==> config.mk <==
export PLATFORM = sky130hd
export DESIGN_NAME = etc_block_sched
export DESIGN_NICKNAME = d
export VERILOG_FILES = /design/src/rtl/etc_pkg.sv /design/src/rtl/etc_blk_cnt.sv /design/src/rtl/etc_block_sched.sv
export SDC_FILE = /design/constraint.sdc
export NUM_CORES = 1
export LEC_CHECK = 0
export CORE_UTILIZATION = 35
export CTS_CLUSTER_DIAMETER = 150
export DETAILED_ROUTE_END_ITERATION = 16
export MAX_ROUTING_LAYER = met4
export PLACE_DENSITY = 0.53
export SKIP_CTS_REPAIR_TIMING = 1
export SYNTH_ARGS = -nofsm -noshare
export SYNTH_HDL_FRONTEND = slang
export SYNTH_SLANG_ARGS = --single-unit
==> constraint.sdc <==
create_clock -name sclk -period 2.85 [get_ports sclk]
set_clock_uncertainty 0.05 [all_clocks]
set_input_delay 0.4275 -clock sclk [delete_from_list [all_inputs] [get_ports sclk]]
set_output_delay 0.4275 -clock sclk [all_outputs]
set_load 0.05 [all_outputs]
==> src/rtl/etc_pkg.sv <==
// Shared types and constants for the ETC2 decode path.
package etc_pkg;

  typedef enum logic [2:0] {
    StIdle,
    StIssue,
    StWait,
    StStep,
    StFin
  } etc_state_e;

  localparam int unsigned ETC_BLK_BYTES      = 8;
  localparam int unsigned ETC_BLK_DIM        = 4;
  localparam int unsigned ETC_TEXELS_PER_BLK = 16;

endpackage

==> src/rtl/etc_blk_cnt.sv <==
// Raster-order 2-D block counter with running compressed-memory and framebuffer
// address accumulators; addresses wrap modulo 2^ADDR_W.
module etc_blk_cnt
  import etc_pkg::*;
#(
  parameter int unsigned       IMG_W_BLK = 8,
  parameter int unsigned       IMG_H_BLK = 8,
  parameter int unsigned       ADDR_W    = 32,
  parameter logic [ADDR_W-1:0] BASE_ADDR = '0,
  parameter int unsigned       BX_W      = (IMG_W_BLK > 1) ? $clog2(IMG_W_BLK) : 1,
  parameter int unsigned       BY_W      = (IMG_H_BLK > 1) ? $clog2(IMG_H_BLK) : 1
) (
  input  logic              clk,
  input  logic              rst_n,
  input  logic              clr,
  input  logic              step,
  output logic [BX_W-1:0]   bx,
  output logic [BY_W-1:0]   by,
  output logic              last,
  output logic [ADDR_W-1:0] blk_addr,
  output logic [ADDR_W-1:0] fb_addr
);

  // One block row spans 4 texel rows of IMG_W_BLK*4 texels each.
  localparam logic [ADDR_W-1:0] ROW_STRIDE = ADDR_W'(IMG_W_BLK * ETC_TEXELS_PER_BLK);
  localparam logic [ADDR_W-1:0] COL_STRIDE = ADDR_W'(ETC_BLK_DIM);
  localparam logic [ADDR_W-1:0] BLK_STRIDE = ADDR_W'(ETC_BLK_BYTES);

  logic [ADDR_W-1:0] row_q;
  logic              wrap;

  assign wrap = (bx == BX_W'(IMG_W_BLK - 1));
  assign last = wrap && (by == BY_W'(IMG_H_BLK - 1));

  always_ff @(posedge clk or negedge rst_n) begin
    if (!rst_n) begin
      bx       <= '0;
      by       <= '0;
      row_q    <= '0;
      blk_addr <= BASE_ADDR;
      fb_addr  <= '0;
    end else if (clr) begin
      bx       <= '0;
      by       <= '0;
      row_q    <= '0;
      blk_addr <= BASE_ADDR;
      fb_addr  <= '0;
    end else if (step) begin
      blk_addr <= blk_addr + BLK_STRIDE;
      if (wrap) begin
        bx      <= '0;
        by      <= by + 1'b1;
        row_q   <= row_q + ROW_STRIDE;
        fb_addr <= row_q + ROW_STRIDE;
      end else begin
        bx      <= bx + 1'b1;
        fb_addr <= fb_addr + COL_STRIDE;
      end
    end
  end

endmodule

==> src/rtl/etc_block_sched.sv <==
// ETC2 block scheduler: walks 4x4 blocks in raster order, one request per block.
// Optional watchdog enabled by defining ETC_SCHED_TIMEOUT_EN.
module etc_block_sched
  import etc_pkg::*;
#(
  parameter int unsigned       IMG_W_BLK = 8,
  parameter int unsigned       IMG_H_BLK = 8,
  parameter int unsigned       ADDR_W    = 32,
  parameter logic [ADDR_W-1:0] BASE_ADDR = '0,
  parameter int unsigned       TIMEOUT   = 1023
) (
  input  logic              sclk,
  input  logic              srst,
  input  logic              image_start,
  output logic              blk_req,
  input  logic              blk_ack,
  output logic [ADDR_W-1:0] blk_addr,
  output logic [ADDR_W-1:0] fb_addr,
  input  logic              blk_done,
  output logic              busy,
  output logic              decode_finished,
  output logic              err
);

  localparam int unsigned BX_W = (IMG_W_BLK > 1) ? $clog2(IMG_W_BLK) : 1;
  localparam int unsigned BY_W = (IMG_H_BLK > 1) ? $clog2(IMG_H_BLK) : 1;

  etc_state_e      state_q, state_d;
  logic            cnt_clr, cnt_step, cnt_last;
  logic [BX_W-1:0] bx;
  logic [BY_W-1:0] by;
  logic            wdog_expired;
  logic            unused_cnt;

  assign unused_cnt = ^{bx, by};

  etc_blk_cnt #(
    .IMG_W_BLK (IMG_W_BLK),
    .IMG_H_BLK (IMG_H_BLK),
    .ADDR_W    (ADDR_W),
    .BASE_ADDR (BASE_ADDR),
    .BX_W      (BX_W),
    .BY_W      (BY_W)
  ) u_cnt (
    .clk      (sclk),
    .rst_n    (srst),
    .clr      (cnt_clr),
    .step     (cnt_step),
    .bx       (bx),
    .by       (by),
    .last     (cnt_last),
    .blk_addr (blk_addr),
    .fb_addr  (fb_addr)
  );

  always_ff @(posedge sclk or negedge srst) begin
    if (!srst) state_q <= StIdle;
    else       state_q <= state_d;
  end

  always_comb begin
    state_d  = state_q;
    cnt_clr  = 1'b0;
    cnt_step = 1'b0;
    unique case (state_q)
      StIdle, StFin: begin
        if (image_start) begin
          state_d = StIssue;
          cnt_clr = 1'b1;
        end
      end
      StIssue: if (blk_ack) state_d = StWait;
      StWait:  if (blk_done || wdog_expired) state_d = StStep;
      StStep: begin
        if (cnt_last) begin
          state_d = StFin;
        end else begin
          state_d  = StIssue;
          cnt_step = 1'b1;
        end
      end
      default: state_d = StIdle;
    endcase
  end

  assign blk_req         = (state_q == StIssue);
  assign busy            = (state_q == StIssue) || (state_q == StWait) || (state_q == StStep);
  assign decode_finished = (state_q == StFin);

`ifdef ETC_SCHED_TIMEOUT_EN
  localparam int unsigned TO_W = (TIMEOUT > 1) ? $clog2(TIMEOUT) : 1;

  logic [TO_W-1:0] wdog_q;
  logic            err_q;

  // A late blk_done in the expiry cycle still wins; only a true miss flags err.
  assign wdog_expired = (state_q == StWait) && (wdog_q == TO_W'(TIMEOUT - 1));
  assign err          = err_q;

  always_ff @(posedge sclk or negedge srst) begin
    if (!srst) begin
      wdog_q <= '0;
      err_q  <= 1'b0;
    end else begin
      if (state_q == StIssue && blk_ack) wdog_q <= '0;
      else if (state_q == StWait)        wdog_q <= wdog_q + 1'b1;
      if (wdog_expired && !blk_done) err_q <= 1'b1;
    end
  end
`else
  localparam int unsigned unused_timeout = TIMEOUT;

  assign wdog_expired = 1'b0;
  assign err          = 1'b0;
`endif

endmodule

==> results.md <==
- Status: finished clean
- Die Area: 16200 sq um
- DRT Pass-1 Iters: 5
- Power Density: 531 nW/um^2
- Bufs and invs on worst path: 2
- Clock transition at path regs: about 0.07 ns
- Clk sinks: 94
- Skew-Pair Late Insertion Delay: around 0.35 ns
- Commonest cells in the netlist: 94 x dfrtp_1, 77 x nand2_1, 45 x o21ai_0
- Fin nets: 680
- Synth area leader: dfrtp_1
- Initial antenna violation count: 0
- Crit path kind: reg2out
- Syn Inst Count: roughly 600
- Num rows: 45
- Combinational power share: roughly a quarter
- GRT Util Overall: roughly 20%
- Top delay family on crit path: buffers and inverters
- RSZ-0062 raised after global routing: false
- FILL cells: between 1000 and 1500
- Layout cells sized above 1: 6.85%
- Post-route cell area: between 6000 and 7000 sq um
- Setup TNS: 0 ns
- Final setup fails: 0
- Setup ws final: 0.303 ns
- Clock Path Buffers: 2
- NetSw: approximately 1200 uW
- DP HPWL: 10800 microns
- Slew headroom: 51.2%
- Vias per std cell: 5.51
- Drt drc: 0
- Most common cell in the synthesized netlist: dfrtp_1
- Global route total overflow: 0
- Max H-tree Level: 3
- Post-synth top area share: a little over two fifths
- Area of the core: 15300 sq um
- Post-synthesis sequential area ratio: 42.9%
- Die Span Y: 127 microns
- Post-synth EDFFs: 0
- Dpl ws: between 0.4 and 0.5 ns
- Clock share of power: 32.2%
- First-pass GRT wire length: 24900 microns
- VDD IR max: 0.318 mV
- WL/cell: 17.1 microns
- Antenna diodes: 0
- Tcrit/Tclk final: between 80% and 90%
- Main synth FF type: dfrtp_1
- WP data arrival: just over 2 ns
- Post-Route WL: 15100 microns
- CTS Root Cell: clkbuf_16
- Final Hold Viols: 0
- Worst-path fanout max: 9
- CP Capture Type: output port
- Area growth, synth to finish: 21.3%
- Launching element type of the critical path: flop
- Vias in the first global route: about 4600
- DRT iter0 DRCs: approximately 500
- Starting density of the core: 35.9%
- Crit path largest cell delay: about 0.79 ns
- Largest net degree at the start of global routing: 44
- CTS tree: yes
- Leakage: around 0.0028 uW
- P_int: roughly 2300 uW
- Mean Syn Cell Area: roughly 9 sq um
- Antenna Nets Post-Route: 0
- Fmax achieved: ~390 MHz
- Placed inst area: ~6400 sq um
- Async S/R FF share, synth: 100%
- Hold_ws: about 0.037 ns
- Tightest Hold Check Type: in2async
- Minimum clock period: ~2.5 ns
- CP cell instances: nor2_1, nand2_1, inv_1, clkdlybuf4s50_1
- Synth unique cells: between 50 and 60
- Slowest CP cell: clkdlybuf4s50_1
- Worst slew pin tran: roughly 0.73 ns
- # port buffers: between 60 and 70
- Die X: 127 microns
- Max_cap viols: 0
- Worst path required time: 2.37 ns
- Routability cong.: roughly 0.9
- Inserted Clock Buffers: 9
- Slew Viols, Final: 0
- IO Pins: between 70 and 80
- Flop pwr share: between 40% and 50%
- Netlist area before placement: 5480 sq um
- FF+latch count, synth: 94
- Top post-synthesis cells by area: dfrtp_1 43%, nand2_1 5.3%, xor2_1 4.5%
- DR vias: 4865
- Net Sw Frac: roughly a third
- Synth Warn #: 0
-- area by class of cell --
class / instances / area [sq um] / area share [%]
multi-input cells: 468 / 2920 / 43.9
flip-flops and latches: 94 / 2350 / 35.4
repair buffers: 82 / 796 / 12.0
clock buffers: 14 / 264 / 3.97
well taps: 211 / 264 / 3.97
inverters: 13 / 48.8 / 0.734
clock inverters: 1 / 5.00 / 0.0753
-- cell families after synthesis --
family	Yosys count	synth area share (%)
xor+xnor	46	7.35
compound gates	138	15.7
flops	94	42.9
other cells	1	0.0684
buf+inv	48	4.02
simple gates	269	27.7
mux	4	0.730
fa+ha+maj	7	1.60
-- flip-flops by register name, summed over array words and instances (netlist names) --
name / count
state_q: 3
u_cnt.blk_addr: 29
u_cnt.fb_addr: 31
u_cnt.bx: 3
u_cnt.row_q: 25
u_cnt.by: 3
-- per-stage QoR --
| step | power, uW | std cells | util [%] |
|---|---|---|---|
| 2_1_floorplan | 2080 | 610 | - |
| 3_3_place_gp | 2400 | 868 | 41.8 |
| 3_5_place_dp | 2410 | 868 | 41.8 |
| 4_1_cts | 3560 | 883 | 43.6 |
| 5_1_grt | 3710 | 883 | 43.6 |
| 6_report | 3530 | 883 | 43.6 |
-- cell usage in the layout, fill, tap and decap left out, types with 5 or more instances in the layout --
master	netlist	routed
dfrtp_1	94	94
nand2_1	77	77
clkdlybuf4s50_1	0	67
o21ai_0	45	45
nor2_1	43	43
nand4_1	37	37
nand3_1	30	30
xor2_1	28	28
a21oi_1	25	25
xnor2_1	18	18
buf_4	5	14
inv_1	13	13
and3_1	11	11
o21ai_1	11	11
and2_1	10	10
or3_1	10	10
nor3_1	9	9
clkbuf_16	0	9
and4_1	8	8
o31ai_1	8	8
o211ai_1	7	7
a31oi_1	7	7
ha_1	7	7
o221ai_1	6	6
nor4_4	6	6
nor4_1	6	6
a22o_1	5	5
-- worst paths after layout --
kind                                          from                              to  slack (ns)  cells past startpoint
setup / recovery            state_q[1]$_DFFE_PN0P_                 decode_finished        0.30                      4
hold reg to reg            u_cnt.bx[0]$_DFFE_PN0P_         u_cnt.bx[0]$_DFFE_PN0P_        0.43                      1
setup reg to reg           u_cnt.bx[0]$_DFFE_PN0P_   u_cnt.fb_addr[27]$_DFFE_PN0P_        0.42                      8
min in group sclk          u_cnt.bx[0]$_DFFE_PN0P_         u_cnt.bx[0]$_DFFE_PN0P_        0.43                      1
max in group asynchronous                     srst    u_cnt.fb_addr[9]$_DFFE_PN0P_        2.01                      2
hold / removal                                srst  u_cnt.blk_addr[28]$_DFFE_PN0P_        0.04                      1
-- routing by layer --
metal  track usage (%)  vias up  share of wire (%)
met4              4.97        0                1.2
met1              29.3     2376                 50
met3              3.14       17                4.1
li1                  -     2335                  -
met5                 -        -                  0
met2              29.2      137                 44
-- power by group through the flow --
stage          logic, uW  clock network [uW]  registers (uW)
4_1_cts              903                1170            1490
3_3_place_gp         891                   0            1510
2_1_floorplan        496                   0            1590
6_report             902                1140            1490
5_1_grt              978                1230            1500
3_5_place_dp         899                   0            1520
Power figures use the tool's default switching activity.
